<file path="config.mk">
export PLATFORM = sky130hd
export DESIGN_NAME = multdiv
export DESIGN_NICKNAME = d
export VERILOG_FILES = /design/src/rtl/multdiv.sv
export SDC_FILE = /design/constraint.sdc
export NUM_CORES = 2
export LEC_CHECK = 0
export BUFFER_PORTS_ARGS = -buffer_cell sky130_fd_sc_hd__clkbuf_2
export CAP_MARGIN = 5
export CORE_AREA = 3 3 344 346
export DETAILED_ROUTE_END_ITERATION = 8
export DIE_AREA = 0 0 347 349
export PLACE_DENSITY = 0.82
export SYNTH_ARGS = -nofsm -noshare
export SYNTH_HDL_FRONTEND = slang
export SYNTH_SLANG_ARGS = --single-unit
</file>
<file path="constraint.sdc">
create_clock -name clk -period 13.27 [get_ports clk]
set_input_delay 2.654 -clock clk [delete_from_list [all_inputs] [get_ports clk]]
set_output_delay 2.654 -clock clk [all_outputs]
set_load 0.03 [all_outputs]
</file>
<file path="src/rtl/multdiv.sv">
// Multi-cycle multiply/divide unit for the EX stage: produces a {HI,LO} result
// and a one-cycle write strobe for the hilo register.
module multdiv #(
  parameter int unsigned MUL_CYCLES = 1,
  parameter logic [31:0] DIV_ZERO_Q = 32'hFFFF_FFFF
) (
  input  logic        clk,
  input  logic        rst,
  input  logic        start,
  input  logic [2:0]  op,
  input  logic [31:0] reg1,
  input  logic [31:0] reg2,
  input  logic [63:0] hilo_rddata,
  input  logic        flush,
  output logic        busy,
  output logic        hilo_we,
  output logic [63:0] hilo_wrdata
);

  localparam int unsigned CW = 5;
  localparam logic [CW-1:0] MUL_LAST = CW'(MUL_CYCLES - 1);
  localparam logic [CW-1:0] DIV_LAST = CW'(31);

  typedef enum logic [2:0] {IDLE, MUL, DIV, FIX, DONE} state_t;

  state_t        state;
  logic [2:0]    op_q;
  logic [31:0]   a_q;
  logic [31:0]   b_q;
  logic [63:0]   acc_q;
  logic [31:0]   quo;
  logic [31:0]   rem;
  logic [63:0]   result;
  logic [CW-1:0] cnt;

  logic          sgn;
  logic          is_div;
  logic [31:0]   dvd_mag;
  logic [63:0]   ext_a;
  logic [63:0]   ext_b;
  logic [63:0]   prod;
  logic [63:0]   mul_res;
  logic [31:0]   dvs;
  logic [32:0]   rem_sh;
  logic [32:0]   diff;
  logic          neg_q;
  logic          neg_r;
  logic [63:0]   fix_res;

  // Even op codes are the signed variants; ops 2/3 are the divides.
  assign sgn     = ~op_q[0];
  assign is_div  = (op[2:1] == 2'b01);
  assign dvd_mag = (!op[0] && reg1[31]) ? -reg1 : reg1;

  // Multiply datapath: sign/zero extend to 64 bits so the low 64 bits are exact.
  always_comb begin
    ext_a   = sgn ? {{32{a_q[31]}}, a_q} : {32'd0, a_q};
    ext_b   = sgn ? {{32{b_q[31]}}, b_q} : {32'd0, b_q};
    prod    = ext_a * ext_b;
    mul_res = prod;
    if (op_q[2]) mul_res = op_q[1] ? (acc_q - prod) : (acc_q + prod);
  end

  // Restoring divide step on magnitudes plus final sign fix-up.
  always_comb begin
    dvs     = (sgn && b_q[31]) ? -b_q : b_q;
    rem_sh  = {rem, quo[31]};
    diff    = rem_sh - {1'b0, dvs};
    neg_q   = sgn & (a_q[31] ^ b_q[31]);
    neg_r   = sgn & a_q[31];
    fix_res = {(neg_r ? -rem : rem), (neg_q ? -quo : quo)};
    if (b_q == 32'd0) fix_res = {a_q, DIV_ZERO_Q};
  end

  always_ff @(posedge clk or negedge rst) begin
    if (!rst) begin
      state  <= IDLE;
      op_q   <= '0;
      a_q    <= '0;
      b_q    <= '0;
      acc_q  <= '0;
      quo    <= '0;
      rem    <= '0;
      result <= '0;
      cnt    <= '0;
    end else begin
      case (state)
        IDLE: begin
          if (start && !flush) begin
            op_q  <= op;
            a_q   <= reg1;
            b_q   <= reg2;
            acc_q <= hilo_rddata;
            quo   <= dvd_mag;
            rem   <= '0;
            cnt   <= '0;
            state <= is_div ? DIV : MUL;
          end
        end
        MUL: begin
          if (flush) begin
            state <= IDLE;
          end else if (cnt == MUL_LAST) begin
            result <= mul_res;
            state  <= DONE;
          end else begin
            cnt <= cnt + CW'(1);
          end
        end
        DIV: begin
          if (flush) begin
            state <= IDLE;
          end else begin
            rem <= diff[32] ? rem_sh[31:0] : diff[31:0];
            quo <= {quo[30:0], ~diff[32]};
            if (cnt == DIV_LAST) state <= FIX;
            else                 cnt   <= cnt + CW'(1);
          end
        end
        FIX: begin
          if (flush) begin
            state <= IDLE;
          end else begin
            result <= fix_res;
            state  <= DONE;
          end
        end
        DONE:    state <= IDLE;
        default: state <= IDLE;
      endcase
    end
  end

  assign busy        = (state != IDLE);
  assign hilo_we     = (state == DONE) && !flush;
  assign hilo_wrdata = result;

endmodule

</file>
==> impl_metrics.toml <==
[status]
run_status = "finished, final reports clean"

[placed_design]
place_ws_ns = -0.104
dp.cells = 9418
gp_congestion = 1.03
detailedPlacementHpwl_um = 181000
port_buffers = 200

[hold_path]
hold_path.startpoint = "hilo_wrdata[3]"
min-delay-path-class = "register to register"
min_delay_path_depth = 2
hold_end = "hilo_wrdata[3]"

[synth]
postSynthAreaPerCell_um2 = 8.73
fraction_of_the_mapped_netlist_area_in_compound_gates_pct = 8.93
instance_count_of_the_mapped_netlist = 7932
yosys_register_bits = 267
synthFlopType = "dfrtp_1"
synth-async-reset-ratio_pct = 100
yosys_warning_total = 0
synth_top_family_by_area = "adder cells"
synthesis.nets = 9905
mappedNetlistArea_um2 = 69300
yosysSeqAreaShare_pct = 9.65
synth_xor_xnor_area_share_pct = 4.44
post_synth_and_or_nand_nor_area_fraction_pct = 16.7
post_synth_fa_ha_maj_area_fraction_pct = 48.8
yosysUniqueCellTypes = 102
muxShareOfSynthArea_pct = 0.650
synth_enable_flop_cells = 0

[clocking]
path_clk_slew_ns = 0.06
cts_made_buffers = 35
clock-sinks = 267
clock-root-buffer = "clkbuf_16"
insertion_delay_ns = 0.62
cts_max_level = 2
max-clock-path-buffers = 3
tritoncts_clock_tree = "yes"

[die]
die_x_um = 347
floorplan.io_pins = 201
fp-row-count = 125
initial_utilization_pct = 59.8
chipHeight_um = 349
full_die_area_um2 = 121000
core_um2 = 116000

[drt]
detail_route.first_pass.iterations = 6
drt-initial-drc-count = 5667
routed-via-count = 55600
wire_per_inst_um = 22.8
remaining_antenna_violation_count_after_routing = 0
avgViaCountPerCell = 5.86
detail_route.drc_violations = 0
routed_wirelength_um = 216000

[grt]
overflow = 0
grt_start_max_net_pins = 151
global_route_wire_length_before_repair_um = 337000
grt_usage_pct = 36.3
antenna_violations_before_repair = 4
first_global_vias = 58300

[setup_path]
path_common_cell = "fa_1"
cp-end-kind = "register"
r2r.worst_path.cells = 44
cp_data_arrival_time_ns = 13.36
critPathSlowestCell = "dfrtp_2"
crit_required_ns = 13.77
r2r-end = "hilo_wrdata[63]"
start_kind = "register"
critPathMaxFanout = 17
ff2ff_setup_slack_ns = 0.41
critical_path_s_largest_stage_delay_ns = 0.56
crit_type = "register to register"
startpoint_of_the_lowest_slack_register_to_register_path = "b_q[4]"

[layout]
final_common_cell = "inv_1"
area_used_by_multi_input_combinational_logic_um2 = 55200
drive_above_1_share_pct = 7.12
area_growth_pct = 6.06
finish.utilization_pct = 63.5
finish.cell_count_without_fillers = 9488
fill_cells = 9380
mostFrequentLayoutCells = "inv_1, fa_1, nand2_1"
regArea_um2 = 6740
nets = 9907

[sta]
final.min_clock_period_ns = 12.86
slew_headroom_pct = 27.7
final_max_slew_viol_count = 0
worst_clock_skew_ns = 0.0366
fin_crit_sh_pct = 96.9
report.final.hold_viol_count = 0
layout_setup_ws_ns = 0.411
tns_ns = 0
setup_violations = 0
achievable-frequency_ghz = 0.0778
worst_pin_slew_ns = 1.08

[job]
max-cap-violations = 0
-- worst max path at each step --
stage,startpoint,end,slack (ns)
detailed placement,a_q[13],hilo_wrdata[63],-0.10
floorplan,a_q[31],hilo_wrdata[63],0.64
global placement,a_q[13],hilo_wrdata[63],0.11
CTS,a_q[16],hilo_wrdata[63],0.01
finish,b_q[4],hilo_wrdata[63],0.41
global route,op_q[0],hilo_wrdata[63],-0.01
-- stage by stage --
stage / instance area (µm²) / hold WS (ns)
2_1_floorplan: 69300 / 0.452
3_3_place_gp: 72000 / 0.463
3_5_place_dp: 72000 / 0.467
4_1_cts: 73300 / 0.488
5_1_grt: 73400 / 0.504
6_report: 73400 / 0.481
-- final cells by class --
cell class              count  area share (%)
diodes                      4          0.0136
multi-input cells        5665            75.1
flip-flops and latches    267            9.18
clock inverters            20           0.455
repair buffers            383            3.30
inverters                1582            8.09
well taps                1524            2.60
clock buffers              43            1.27
-- per-layer routing --
layer / routed length (µm) / GRT usage (%) / share of wire, %
met3: 28400 / 10.9 / 13
met4: 9360 / 13.4 / 4.3
met1: 84200 / 49.3 / 39
met5: 13 / 0 / 0.0060
met2: 94100 / 55.4 / 44
-- synth_stat cells, types with 19 or more instances --
cell,n,area share (%)
nand3_1,77,0.56
xnor2_1,217,2.7
or3_1,26,0.23
nor3_1,65,0.47
ha_1,403,7.3
clkbuf_1,363,2.0
o211ai_1,32,0.35
a31oi_1,33,0.30
a21oi_1,282,2.0
a211oi_1,34,0.37
buf_2,19,0.14
and2_1,562,5.1
fa_1,1435,41
nand2_1,1257,6.8
inv_1,1582,8.6
o21ai_0,284,2.1
nor2_1,232,1.3
nand2b_1,32,0.29
nor2b_1,26,0.23
nor4_1,31,0.28
o31ai_1,34,0.37
buf_1,33,0.18
nand4_1,25,0.23
o22ai_1,20,0.18
mux2i_1,36,0.52
and3_1,31,0.28
o21a_1,26,0.28
a21o_1,82,0.89
dfrtp_1,267,9.6
xor2_1,134,1.7
o21bai_1,24,0.26
-- worst max-delay path: cells and delay by family (launching register included) --
| kind | cells | cell delay, ns |
|---|---|---|
| adder cells (fa/ha/maj) | 12 | 5.33 |
| AO/OA/AOI/OAI | 11 | 3.09 |
| AND/OR/NAND/NOR | 13 | 2.95 |
| buffers and inverters | 7 | 0.60 |
| flip-flops | 1 | 0.56 |
| XOR/XNOR | 1 | 0.19 |
-- sequential cells by signal (all words and copies together) (netlist names) --
register and count:
op_q 3, rem 32, acc_q 64, a_q 32, quo 32, hilo_wrdata 64
state 3, b_q 32, cnt 5
-- kinds of logic after synthesis --
family                   count (synthesis)
AO/OA/AOI/OAI                          989
XOR/XNOR                               351
adder cells (fa/ha/maj)               1839
buffers and inverters                 2000
flip-flops                             267
multiplexers                            44
AND/OR/NAND/NOR                       2442
-- what timing repair did --
item	CTS	global route
setup buffers	0	3
pin swaps	0	2
setup endpoints to repair	1	17
hold buffers	0	0
gates resized for setup	1	60
Power is not shown: default switching activity piles up to over one toggle a cycle in this logic, so the estimate is an artifact.
